### src/rtl/conv_pkg.sv
// conv_pkg: state encoding and geometry helper shared by the convolution sequencer slice.
package conv_pkg;

  typedef enum logic [1:0] {
    IDLE  = 2'd0,
    RUN   = 2'd1,
    DRAIN = 2'd2,
    WRITE = 2'd3
  } state_t;

  // Output edge length of a valid-padding (no-padding) convolution.
  function automatic int out_size(input int inSize, input int kSize);
    return inSize - kSize + 1;
  endfunction

endpackage

### src/rtl/conv_sequencer_if.sv
// conv_sequencer_if: input read bus (pixel + weight memories) and output write handshake.
interface conv_sequencer_if #(
  parameter int INPUT_SIZE     = 32,
  parameter int INPUT_CHANNELS = 3,
  parameter int KERNEL_SIZE    = 3,
  parameter int OUT_CHANNELS   = 6,
  parameter int PX_SIZE        = 8
);
  import conv_pkg::*;

  localparam int OUT_SIZE = out_size(INPUT_SIZE, KERNEL_SIZE);
  localparam int ROW_W    = $clog2(INPUT_SIZE);
  localparam int CH_W     = $clog2(INPUT_CHANNELS);
  localparam int OC_W     = $clog2(OUT_CHANNELS);
  localparam int ORW      = $clog2(OUT_SIZE);
  localparam int WA_W     = $clog2(OUT_CHANNELS * KERNEL_SIZE * KERNEL_SIZE * INPUT_CHANNELS);

  logic                       rd_en;
  logic [ROW_W-1:0]           rd_row;
  logic [ROW_W-1:0]           rd_col;
  logic [CH_W-1:0]            rd_ch;
  logic [PX_SIZE-1:0]         px_data;
  logic [WA_W-1:0]            w_addr;
  logic signed [PX_SIZE-1:0]  w_data;
  logic                       wr_valid;
  logic                       wr_ready;
  logic [OC_W-1:0]            wr_ch;
  logic [ORW-1:0]             wr_row;
  logic [ORW-1:0]             wr_col;
  logic [PX_SIZE-1:0]         wr_data;

  // Sequencer side: issues reads and offers output pixels.
  modport master (
    output rd_en, rd_row, rd_col, rd_ch, w_addr,
    output wr_valid, wr_ch, wr_row, wr_col, wr_data,
    input  px_data, w_data, wr_ready
  );

  // Memory / feature-map side: answers reads and accepts output pixels.
  modport slave (
    input  rd_en, rd_row, rd_col, rd_ch, w_addr,
    input  wr_valid, wr_ch, wr_row, wr_col, wr_data,
    output px_data, w_data, wr_ready
  );

endinterface

### src/rtl/conv_mac.sv
// conv_mac: single signed MAC accumulator plus the ReLU / shift / saturate output stage.
module conv_mac #(
  parameter int PX_SIZE   = 8,
  parameter int ACC_WIDTH = 24,
  parameter int SHIFT     = 7
) (
  input  logic                      clk,
  input  logic                      rst_n,
  input  logic                      i_clear,
  input  logic                      i_rdEn,
  input  logic [PX_SIZE-1:0]        i_pxData,
  input  logic signed [PX_SIZE-1:0] i_wData,
  output logic [PX_SIZE-1:0]        o_wrData
);
  import conv_pkg::*;

  localparam int PROD_W = 2 * PX_SIZE + 1;
  localparam logic signed [ACC_WIDTH-1:0] PX_MAX = ACC_WIDTH'((1 << PX_SIZE) - 1);

  logic                        r_accEn;
  logic signed [ACC_WIDTH-1:0] r_acc;
  logic signed [PROD_W-1:0]    w_prod;
  logic signed [ACC_WIDTH-1:0] w_prodExt;
  logic signed [ACC_WIDTH-1:0] w_shifted;

  // Unsigned pixel times signed weight, sign-extended to the accumulator width.
  always_comb begin
    w_prod    = $signed({1'b0, i_pxData}) * i_wData;
    w_prodExt = {{(ACC_WIDTH - PROD_W){w_prod[PROD_W-1]}}, w_prod};
  end

  // Memory data lands one cycle after the read strobe, so the add enable is the strobe delayed by one.
  always_ff @(posedge clk) begin
    if (!rst_n) begin
      r_accEn <= 1'b0;
      r_acc   <= '0;
    end else begin
      r_accEn <= i_rdEn;
      if (i_clear) begin
        r_acc <= '0;
      end else if (r_accEn) begin
        r_acc <= r_acc + w_prodExt;
      end
    end
  end

  // Negative sums clip to zero; positive sums are scaled down and clamped to the pixel range.
  always_comb begin
    w_shifted = r_acc >>> SHIFT;
    if (r_acc[ACC_WIDTH-1]) begin
      o_wrData = '0;
    end else if (w_shifted > PX_MAX) begin
      o_wrData = PX_MAX[PX_SIZE-1:0];
    end else begin
      o_wrData = w_shifted[PX_SIZE-1:0];
    end
  end

endmodule

### src/rtl/conv_sequencer.sv
// conv_sequencer: walks output channel/row/column in raster order, streams K*K*C taps through
// one MAC per output pixel, and hands each finished pixel downstream.
module conv_sequencer #(
  parameter int INPUT_SIZE     = 32,
  parameter int INPUT_CHANNELS = 3,
  parameter int KERNEL_SIZE    = 3,
  parameter int OUT_CHANNELS   = 6,
  parameter int PX_SIZE        = 8,
  parameter int ACC_WIDTH      = 24,
  parameter int SHIFT          = 7
) (
  input  logic             clk,
  input  logic             rst_n,
  input  logic             start,
  output logic             busy,
  output logic             done,
  conv_sequencer_if.master bus
);
  import conv_pkg::*;

  localparam int OUT_SIZE = out_size(INPUT_SIZE, KERNEL_SIZE);
  localparam int TAPS     = KERNEL_SIZE * KERNEL_SIZE * INPUT_CHANNELS;
  localparam int ROW_W    = $clog2(INPUT_SIZE);
  localparam int CH_W     = $clog2(INPUT_CHANNELS);
  localparam int OC_W     = $clog2(OUT_CHANNELS);
  localparam int ORW      = $clog2(OUT_SIZE);
  localparam int KW_W     = $clog2(KERNEL_SIZE);
  localparam int WA_W     = $clog2(OUT_CHANNELS * TAPS);

  localparam logic [KW_W-1:0] KMAX  = KW_W'(KERNEL_SIZE - 1);
  localparam logic [CH_W-1:0] CMAX  = CH_W'(INPUT_CHANNELS - 1);
  localparam logic [ORW-1:0]  OMAX  = ORW'(OUT_SIZE - 1);
  localparam logic [OC_W-1:0] OCMAX = OC_W'(OUT_CHANNELS - 1);

  state_t           r_state;
  logic             r_busy;
  logic             r_done;
  logic             r_rdEn;
  logic             r_wrValid;
  logic [ROW_W-1:0] r_rdRow;
  logic [ROW_W-1:0] r_rdCol;
  logic [CH_W-1:0]  r_ic;
  logic [KW_W-1:0]  r_kh;
  logic [KW_W-1:0]  r_kw;
  logic [WA_W-1:0]  r_wAddr;
  logic [WA_W-1:0]  r_wBase;
  logic [OC_W-1:0]  r_oc;
  logic [ORW-1:0]   r_r;
  logic [ORW-1:0]   r_c;

  logic             w_startAccept;
  logic             w_handshake;
  logic             w_lastTap;
  logic             w_lastC;
  logic             w_lastR;
  logic             w_lastOc;
  logic             w_lastPixel;
  logic [ORW-1:0]   w_nextC;
  logic [ORW-1:0]   w_nextR;
  logic [OC_W-1:0]  w_nextOc;
  logic [WA_W-1:0]  w_nextBase;
  logic [PX_SIZE-1:0] w_macData;

  assign w_startAccept = (r_state == IDLE) && start && !r_done;
  assign w_handshake   = r_wrValid && bus.wr_ready;

  // Decode the end of the tap walk and the raster position of the next output pixel.
  always_comb begin
    w_lastTap   = (r_kh == KMAX) && (r_kw == KMAX) && (r_ic == CMAX);
    w_lastC     = (r_c == OMAX);
    w_lastR     = (r_r == OMAX);
    w_lastOc    = (r_oc == OCMAX);
    w_lastPixel = w_lastC && w_lastR && w_lastOc;
    w_nextC     = w_lastC ? '0 : r_c + ORW'(1);
    w_nextR     = r_r;
    w_nextOc    = r_oc;
    w_nextBase  = r_wBase;
    if (w_lastC) begin
      w_nextR = w_lastR ? '0 : r_r + ORW'(1);
    end
    if (w_lastC && w_lastR) begin
      w_nextOc   = w_lastOc ? '0 : r_oc + OC_W'(1);
      w_nextBase = w_lastOc ? '0 : r_wBase + WA_W'(TAPS);
    end
  end

  // Control FSM; weights of one kernel are contiguous, so the weight address simply counts up per tap.
  always_ff @(posedge clk) begin
    if (!rst_n) begin
      r_state   <= IDLE;
      r_busy    <= 1'b0;
      r_done    <= 1'b0;
      r_rdEn    <= 1'b0;
      r_wrValid <= 1'b0;
      r_rdRow   <= '0;
      r_rdCol   <= '0;
      r_ic      <= '0;
      r_kh      <= '0;
      r_kw      <= '0;
      r_wAddr   <= '0;
      r_wBase   <= '0;
      r_oc      <= '0;
      r_r       <= '0;
      r_c       <= '0;
    end else begin
      r_done <= 1'b0;
      case (r_state)
        IDLE: begin
          if (w_startAccept) begin
            r_state <= RUN;
            r_busy  <= 1'b1;
            r_rdEn  <= 1'b1;
            r_ic    <= '0;
            r_kh    <= '0;
            r_kw    <= '0;
            r_oc    <= '0;
            r_r     <= '0;
            r_c     <= '0;
            r_rdRow <= '0;
            r_rdCol <= '0;
            r_wAddr <= '0;
            r_wBase <= '0;
          end
        end
        RUN: begin
          if (w_lastTap) begin
            r_state <= DRAIN;
            r_rdEn  <= 1'b0;
          end else begin
            r_wAddr <= r_wAddr + WA_W'(1);
            if (r_ic == CMAX) begin
              r_ic <= '0;
              if (r_kw == KMAX) begin
                r_kw    <= '0;
                r_kh    <= r_kh + KW_W'(1);
                r_rdCol <= ROW_W'(r_c);
                r_rdRow <= r_rdRow + ROW_W'(1);
              end else begin
                r_kw    <= r_kw + KW_W'(1);
                r_rdCol <= r_rdCol + ROW_W'(1);
              end
            end else begin
              r_ic <= r_ic + CH_W'(1);
            end
          end
        end
        DRAIN: begin
          r_state   <= WRITE;
          r_wrValid <= 1'b1;
        end
        WRITE: begin
          if (w_handshake) begin
            r_wrValid <= 1'b0;
            r_c       <= w_nextC;
            r_r       <= w_nextR;
            r_oc      <= w_nextOc;
            r_wBase   <= w_nextBase;
            r_wAddr   <= w_nextBase;
            r_rdRow   <= ROW_W'(w_nextR);
            r_rdCol   <= ROW_W'(w_nextC);
            r_ic      <= '0;
            r_kh      <= '0;
            r_kw      <= '0;
            if (w_lastPixel) begin
              r_state <= IDLE;
              r_busy  <= 1'b0;
              r_done  <= 1'b1;
            end else begin
              r_state <= RUN;
              r_rdEn  <= 1'b1;
            end
          end
        end
        default: begin
          r_state <= IDLE;
        end
      endcase
    end
  end

  conv_mac #(
    .PX_SIZE   (PX_SIZE),
    .ACC_WIDTH (ACC_WIDTH),
    .SHIFT     (SHIFT)
  ) u_mac (
    .clk      (clk),
    .rst_n    (rst_n),
    .i_clear  (w_startAccept || w_handshake),
    .i_rdEn   (r_rdEn),
    .i_pxData (bus.px_data),
    .i_wData  (bus.w_data),
    .o_wrData (w_macData)
  );

  assign busy         = r_busy;
  assign done         = r_done;
  assign bus.rd_en    = r_rdEn;
  assign bus.rd_row   = r_rdRow;
  assign bus.rd_col   = r_rdCol;
  assign bus.rd_ch    = r_ic;
  assign bus.w_addr   = r_wAddr;
  assign bus.wr_valid = r_wrValid;
  assign bus.wr_ch    = r_oc;
  assign bus.wr_row   = r_r;
  assign bus.wr_col   = r_c;
  assign bus.wr_data  = w_macData;

endmodule

### src/flat_wrapper.sv
// flat-port wrapper written by rule: the top's interface ports become plain ports
module conv_sequencer_flat import conv_pkg::*;
#(
  parameter int INPUT_SIZE     = 32,
  parameter int INPUT_CHANNELS = 3,
  parameter int KERNEL_SIZE    = 3,
  parameter int OUT_CHANNELS   = 6,
  parameter int PX_SIZE        = 8,
  parameter int ACC_WIDTH      = 24,
  parameter int SHIFT          = 7
)
  (clk, rst_n, start, busy, done, bus_rd_en, bus_rd_row, bus_rd_col, bus_rd_ch, bus_w_addr, bus_wr_valid, bus_wr_ch, bus_wr_row, bus_wr_col, bus_wr_data, bus_px_data, bus_w_data, bus_wr_ready);
  conv_sequencer_if #(.INPUT_SIZE(INPUT_SIZE), .INPUT_CHANNELS(INPUT_CHANNELS), .KERNEL_SIZE(KERNEL_SIZE), .OUT_CHANNELS(OUT_CHANNELS), .PX_SIZE(PX_SIZE)) bus_i ();
  input  logic clk;
  input  logic rst_n;
  input  logic start;
  output logic busy;
  output logic done;
  output wire logic [$bits(bus_i.rd_en)-1:0] bus_rd_en;
  output wire logic [$bits(bus_i.rd_row)-1:0] bus_rd_row;
  output wire logic [$bits(bus_i.rd_col)-1:0] bus_rd_col;
  output wire logic [$bits(bus_i.rd_ch)-1:0] bus_rd_ch;
  output wire logic [$bits(bus_i.w_addr)-1:0] bus_w_addr;
  output wire logic [$bits(bus_i.wr_valid)-1:0] bus_wr_valid;
  output wire logic [$bits(bus_i.wr_ch)-1:0] bus_wr_ch;
  output wire logic [$bits(bus_i.wr_row)-1:0] bus_wr_row;
  output wire logic [$bits(bus_i.wr_col)-1:0] bus_wr_col;
  output wire logic [$bits(bus_i.wr_data)-1:0] bus_wr_data;
  input wire logic [$bits(bus_i.px_data)-1:0] bus_px_data;
  input wire logic [$bits(bus_i.w_data)-1:0] bus_w_data;
  input wire logic [$bits(bus_i.wr_ready)-1:0] bus_wr_ready;
  assign bus_rd_en = bus_i.rd_en;
  assign bus_rd_row = bus_i.rd_row;
  assign bus_rd_col = bus_i.rd_col;
  assign bus_rd_ch = bus_i.rd_ch;
  assign bus_w_addr = bus_i.w_addr;
  assign bus_wr_valid = bus_i.wr_valid;
  assign bus_wr_ch = bus_i.wr_ch;
  assign bus_wr_row = bus_i.wr_row;
  assign bus_wr_col = bus_i.wr_col;
  assign bus_wr_data = bus_i.wr_data;
  assign bus_i.px_data = bus_px_data;
  assign bus_i.w_data = bus_w_data;
  assign bus_i.wr_ready = bus_wr_ready;
  conv_sequencer #(.INPUT_SIZE(INPUT_SIZE), .INPUT_CHANNELS(INPUT_CHANNELS), .KERNEL_SIZE(KERNEL_SIZE), .OUT_CHANNELS(OUT_CHANNELS), .PX_SIZE(PX_SIZE), .ACC_WIDTH(ACC_WIDTH), .SHIFT(SHIFT)) u_core (.clk(clk), .rst_n(rst_n), .start(start), .busy(busy), .done(done), .bus(bus_i));
endmodule
### config.mk
export PLATFORM = sky130hd
export DESIGN_NAME = conv_sequencer_flat
export DESIGN_NICKNAME = d
export VERILOG_FILES = /design/src/rtl/conv_pkg.sv /design/src/rtl/conv_sequencer_if.sv /design/src/rtl/conv_mac.sv /design/src/rtl/conv_sequencer.sv /design/src/flat_wrapper.sv
export SDC_FILE = /design/constraint.sdc
export NUM_CORES = 1
export LEC_CHECK = 0
export ABC_AREA = 1
export CAP_MARGIN = 20
export CELL_PAD_IN_SITES_DETAIL_PLACEMENT = 0
export CELL_PAD_IN_SITES_GLOBAL_PLACEMENT = 2
export CORE_UTILIZATION = 35
export CTS_CLUSTER_SIZE = 16
export DETAILED_ROUTE_END_ITERATION = 6
export PLACE_DENSITY_LB_ADDON = 0.1
export SYNTH_ARGS = -nofsm -noshare
export SYNTH_HDL_FRONTEND = slang
export SYNTH_SLANG_ARGS = --single-unit
### constraint.sdc
create_clock -name clk -period 8.1 [get_ports clk]
set_clock_uncertainty 0.05 [all_clocks]
set_input_delay 0.81 -clock clk [delete_from_list [all_inputs] [get_ports clk]]
set_output_delay 0.81 -clock clk [all_outputs]
set_load 0.03 [all_outputs]
==> Yosys cells after proc, flatten, opt, wreduce, memory -nomap -nowiden <==
Index checks and enable logic that the tools add are counted.
{ "totals": {"wordCells": 132, "register_bits": 76, "input_bits": 20, "output_inout_bits": 45} }
{ "op_classes": {"add_sub_neg": 11, "mul": 1, "reduce_logical": 24, "magnitude_cmp": 1, "bitwise": 1, "n_eq_ne": 18, "n_mux": 59} }
{ "op_table": {"columns": ["operator", "n"], "rows": [
  ["2-to-1 mux 5 bit", 12],
  ["2-to-1 mux 8 bit", 7],
  ["one-hot mux 5 bit (3 select lines)", 2],
  ["2-to-1 mux 2 bit", 13],
  ["adder 24 x 17 -> 24 bit", 1],
  ["one-hot mux 8 bit (3 select lines)", 1],
  ["adder 5 x 1 -> 5 bit (second input constant)", 4],
  ["one-hot mux 5 bit (2 select lines)", 2],
  ["one-hot mux 2 bit (3 select lines)", 3],
  ["> comparator 17 x 9 -> 1 bit (second input constant)", 1],
  ["multiplier 9 x 8 -> 17 bit", 1],
  ["one-hot mux 8 bit (2 select lines)", 1],
  ["!= test 2 x 1 -> 1 bit (second input constant)", 7],
  ["2-to-1 mux 3 bit", 4],
  ["AND reduction 4 bit", 3],
  ["== test 2 bit (second input constant)", 5],
  ["== test 5 bit (second input constant)", 2],
  ["AND reduction 5 bit", 2],
  ["2-to-1 mux 1 bit", 9],
  ["AND reduction 3 bit", 3],
  ["adder 8 x 1 -> 8 bit (second input constant)", 1],
  ["adder 8 x 5 -> 8 bit (second input constant)", 1],
  ["one-hot mux 2 bit (4 select lines)", 1],
  ["logical AND 1 bit", 7],
  ["other kinds (17)", 22]
]} }

==> Depth between registers and ports, before layout <==
{ "depth": {"depth_word": 6, "depth_mapped": 25, "mapped_depth_nobuf": 24} }

==> Cells and area by module <==
A second synthesis with hierarchy kept.
{ "hier_totals": {"hier_cells": 1075, "area_unflattened_um2": 7592.3} }
{ "modules_own_cells": {"columns": ["mod", "cells_per_inst", "seq_area_each_um2", "n_inst", "area_per_inst_um2"], "rows": [
  ["conv_mac", 651, 500.5, 1, 4633.2],
  ["conv_sequencer", 424, 1021.0, 1, 2959.1]
]} }

==> Worst setup path after synthesis <==
No wires, ideal clock.
{ "synth_path": {"path_type": "input port to flip-flop", "from": "in bus_w_data[7]", "to": "reg u_core.u_mac.r_acc[14]", "stages": 18, "arrival_time_ps": 4948, "required_ps": 7935, "setup_slack_ps": 2986, "path_buffers": 0, "setup_ps": 115, "cell_sequence": "clkinv_1 or2_2 fa_1 fa_1 inv_1 fa_1 fa_1 fa_1 ha_1 nand2_1 nand2_1 nand2_1 nand2_1 nand2_1 nand3b_1 xor2_1 o21ai_0 inv_1"} }
{ "synth_via": {"elab_chain_len": 2} }
{ "synth_rtl": {"columns": ["element", "line", "rtl"], "rows": [
  ["from (decl)", "flat_wrapper.sv:30", "input wire logic [$bits(bus_i.w_data)-1:0] bus_w_data;"],
  ["multiplier 9 x 8 -> 17 bit", "conv_mac.sv:28", "w_prod = $signed({1'b0, i_pxData}) * i_wData;"],
  ["adder 24 x 17 -> 24 bit", "conv_mac.sv:42", "r_acc <= r_acc + w_prodExt;"],
  ["to (signal assigned)", "conv_mac.sv:42", null],
  ["to (decl)", "conv_mac.sv:21", "logic signed [ACC_WIDTH-1:0] r_acc;"]
]} }
No other way between the ends.
A chain may end at the register's enable or synchronous reset.

==> Worst setup path in the final report <==
{ "layout_path": {"from": "in bus_w_data[7]", "to": "reg u_core.u_mac.r_acc[16]"} }
Same word-level chain as after synthesis.

==> out/results.tsv <==
stage	metric	value	unit
run_status	status	finished, final reports clean	
clock_network	Clock Root Buffer	clkbuf_16	
logic_synthesis	Async SR Flop Fraction	0	
logic_synthesis	syn nets	1215	
drt	WL final	19000	um
logic_synthesis	Yosys reg bits	76	
drt	Via density	4.65	
logic_synthesis	post-synthesis mux area share	0	
logic_synthesis	complex-gate fraction of the synthesized area	0.133	
place	routability cong.	0.824	
logic_synthesis	mapped cell area	7430	um^2
layout	share of layout cells above drive strength 1	0.0464	
grt	overall routing resource usage	0.186	
logic_synthesis	synthesized area per cell	7.05	um^2
clock_network	CTS Buf Count	9	
sta	Final period util	0.762	
grt	antenna violations before repair	0	
clock_network	H-tree Lvls	3	
floorplan	chip height	148	um
grt	vias in the first global route	6250	
drt	routed len/inst	13.9	um
logic_synthesis	Synth Area in Simple Gates	0.231	
layout	Core Util, Final	0.418	
floorplan	Die Width	148	um
power_and_ir_drop	PD cells	326	nW/um^2
layout	Area Growth Syn to Fin	15.3	%
clock_network	Clock Path Buffers	2	
clock_network	Clk Latency, worst-skew pair	340	ps
sta	smallest setup slack after layout	1930	ps
grt	first-pass GRT wire length	32200	um
floorplan	Rows	52	
layout	Antenna Cells	0	
grt	largest net degree at the start of global routing	35	
sta	Final setup violation count	0	
drt	initial drt markers	216	
floorplan	Initial Utilization	0.362	
worst_setup_path	crit path buf inv count	4	
logic_synthesis	Synth top area share	0.205	
logic_synthesis	synth unique cells	43	
worst_setup_path	Setup Crit Path Kind	in2reg	
logic_synthesis	Synth top cells by count	nand2_1 (216), inv_1 (201), a21oi_1 (92), ha_1 (90), dfxtp_1 (76)	
worst_setup_path	worst flop-to-flop path endpoint	u_core.u_mac.r_acc[20]$_SDFFE_PP0P_	
worst_setup_path	most frequent CP cell	nand2_1	
worst_setup_path	Setup crit start kind	input pin	
hold_path	hold path depth	2	
logic_synthesis	ys flop type	dfxtp_1	
sta	Fin. Hold Viols	0	
hold_path	hold crit path type	reg2reg	
place	dpl cell area	8280	um^2
clock_network	post-cts resize count	0	
sta	Peak Freq	162	MHz
grt	gr ovfl total	0	
logic_synthesis	main combinational cell family by area after synthesis	adder cells	
logic_synthesis	Mapped Cells	1054	
hold_path	hold path startpoint	u_core.busy$_SDFFE_PN0P_	
floorplan	Die ar.	21800	um^2
place	DP Worst Slack	1520	ps
sta	Setup Total Neg Slack	0	ps
layout	design area	8570	um^2
logic_synthesis	number of flops mapped to enable cells by yosys	0	
logic_synthesis	most frequent cell after synthesis	nand2_1	
floorplan	Core Area	20500	um^2
worst_setup_path	Critical R2R Launch	u_core.u_mac.r_acc[4]$_SDFFE_PP0P_	
place	Post-DP HPWL	15200	um
layout	# nets final	1257	
logic_synthesis	post-synth top area cell	dfxtp_1	
worst_setup_path	delay-heaviest family, CP	adder cells	
clock_network	cts hold-fix bufs	0	
power_and_ir_drop	Lkg Pwr	4.34	nW
clock_network	setup bufs post-CTS	0	
sta	Slew Limit Fails	0	
clock_network	Reg clk slew, reported paths	60	ps
worst_setup_path	Worst Path Arrival	6360	ps
sta	Relative slew margins	0.394	
power_and_ir_drop	Peak VDD IR	0.135	mV
floorplan	IO Pins	65	
sta	Min Hold Slack	416	ps
place	Buffers on Ports	64	
worst_setup_path	Worst R2R Path Depth	22	
drt	Remaining DRCs	0	
logic_synthesis	Synth Area in Adders	0.289	
sta	Period minus WS final	6170	ps
flow_run	Max-cap violations	0	
hold_path	Worst Hold End	u_core.busy$_SDFFE_PN0P_	
sta	unrepaired setup endpoints after global routing	no	
logic_synthesis	YS warnings	0	
worst_setup_path	CP max-delay cell	clkdlybuf4s50_1	
worst_setup_path	CP peak stage delay	760	ps
logic_synthesis	register area share after synthesis	0.205	
worst_setup_path	critical path cell sequence	clkdlybuf4s50_1, clkinv_1, or2_2, fa_1, fa_1, inv_1, fa_1, fa_1, fa_1, ha_1, nand2_1, nand3_1, nand3_1, nand2_1, nand2_1, nand2_1, nand2_1, nand2_1, o21ai_0, inv_1	
drt	post-route ant nets	0	
worst_setup_path	crit path max fanout	10	
worst_setup_path	CP Capture Type	register	
sta	Worst-Margin Slew	908	ps
clock_network	CTS tree	yes	
worst_setup_path	reg-to-reg slack, setup	3700	ps
clock_network	Clock Sinks	76	
worst_setup_path	Req. time, crit path	8290	ps
logic_synthesis	XOR/XNOR Fraction of Synth Area	0.0165	
drt	DR vias	6373	
logic_synthesis	top post-synthesis cells by area	dfxtp_1 (20%), ha_1 (15%), fa_1 (14%), nand2_1 (11%), inv_1 (10%)	
drt	Pre-Repair DR Iteration Count	4	
[metrics by stage]
step	cells	total power, W
global route	1370	0.00310
CTS	1370	0.00285
detailed placement	1355	0.00242
floorplan	1054	0.00187
global placement	1355	0.00243
finish	1370	0.00279
[how the worst max path moves through the flow]
| stage | cells after the start | endpoint | startpoint | slack [ps] |
|---|---|---|---|---|
| floorplan | 18 | u_core.u_mac.r_acc[14]$_SDFFE_PP0P_ | bus_w_data[7] | 2990 |
| global placement | 22 | u_core.u_mac.r_acc[21]$_SDFFE_PP0P_ | bus_w_data[7] | 1570 |
| detailed placement | 22 | u_core.u_mac.r_acc[21]$_SDFFE_PP0P_ | bus_w_data[7] | 1520 |
| CTS | 22 | u_core.u_mac.r_acc[21]$_SDFFE_PP0P_ | bus_w_data[7] | 1870 |
| global route | 22 | u_core.u_mac.r_acc[21]$_SDFFE_PP0P_ | bus_w_data[7] | 1560 |
| finish | 20 | u_core.u_mac.r_acc[16]$_SDFFE_PP0P_ | bus_w_data[7] | 1930 |
[power breakdown]
group | internal, W | leakage, nW | switching (W) | total [W]
logic | 0.000656 | 3.57 | 0.00114 | 0.00179
clock network | 0.000244 | 0.144 | 0.000164 | 0.000408
registers | 0.000477 | 0.620 | 0.000114 | 0.000591
[cell type report]
type                    count  area (um^2)
multi-input cells         734         4970
clock inverters             5         52.6
clock buffers              10          239
fillers                  2216        11900
flip-flops and latches     76         1520
well taps                 270          338
repair buffers             67          663
inverters                 208          781
[state kept, by name, summed over array words and instances, names as in the netlist, 3 cells and up]
| name | flops |
|---|---|
| u_core.bus.rd_col | 5 |
| u_core.bus.rd_row | 5 |
| u_core.bus.w_addr | 8 |
| u_core.bus.wr_ch | 3 |
| u_core.bus.wr_col | 5 |
| u_core.bus.wr_row | 5 |
| u_core.r_wBase | 8 |
| u_core.u_mac.r_acc | 24 |
[cells in the final DEF (no fill, tap or decap), types with 2 or more instances in the layout]
| cell | synthesis | routed |
|---|---|---|
| xor2_1 | 9 | 9 |
| xnor2_1 | 5 | 5 |
| nor3_1 | 7 | 7 |
| ha_1 | 90 | 90 |
| nor2_2 | 5 | 5 |
| clkbuf_16 | 0 | 9 |
| o211ai_1 | 2 | 2 |
| inv_1 | 201 | 201 |
| o21ai_0 | 70 | 70 |
| or2_1 | 2 | 2 |
| or2_2 | 5 | 5 |
| fa_1 | 51 | 51 |
| a21oi_2 | 2 | 2 |
| buf_4 | 1 | 3 |
| clkdlybuf4s50_1 | 0 | 64 |
| a21oi_1 | 92 | 92 |
| nand3_1 | 52 | 52 |
| a211oi_1 | 3 | 3 |
| a31oi_1 | 3 | 3 |
| o21ai_1 | 4 | 4 |
| nor2_4 | 3 | 3 |
| dfxtp_1 | 76 | 76 |
| a21o_1 | 2 | 2 |
| nor4_1 | 3 | 3 |
| nand2_2 | 4 | 4 |
| a31o_2 | 2 | 2 |
| nand2_1 | 216 | 216 |
| nand3b_1 | 4 | 4 |
| o21bai_1 | 4 | 4 |
| nand2_4 | 2 | 2 |
| nand4_1 | 10 | 10 |
| nor2_1 | 75 | 75 |
| clkinv_2 | 0 | 3 |
| inv_2 | 6 | 6 |
[per-layer routing]
layer | vias to the layer above | share of wire | global-route usage
met5 | - | 0 | 0
met4 | 0 | 0.0089 | 0.0402
met3 | 13 | 0.024 | 0.0228
met2 | 77 | 0.47 | 0.322
met1 | 2879 | 0.49 | 0.247
li1 | 3404 | - | -
[worst register-to-register path, cell delays in order (launching register included)]
cell     delay (ps)
dfxtp_1         300
inv_1            80
fa_1            550
inv_1            60
fa_1            450
ha_1            280
inv_1            50
fa_1            530
inv_1            40
ha_1            270
ha_1            210
inv_1            70
fa_1            400
inv_1           110
nand3_1          70
nand3_1         110
nand3_1          90
nand2_1         160
nand3_1         130
nand3_1          90
nand3_1          80
nand2_1         100
inv_1            40
[cell families after synthesis]
kind of cell,Yosys count
simple gates,392
buf+inv,244
compound gates,187
xor+xnor,14
fa+ha+maj,141
flops,76
Note: power is estimated with default switching activity, not from simulation.
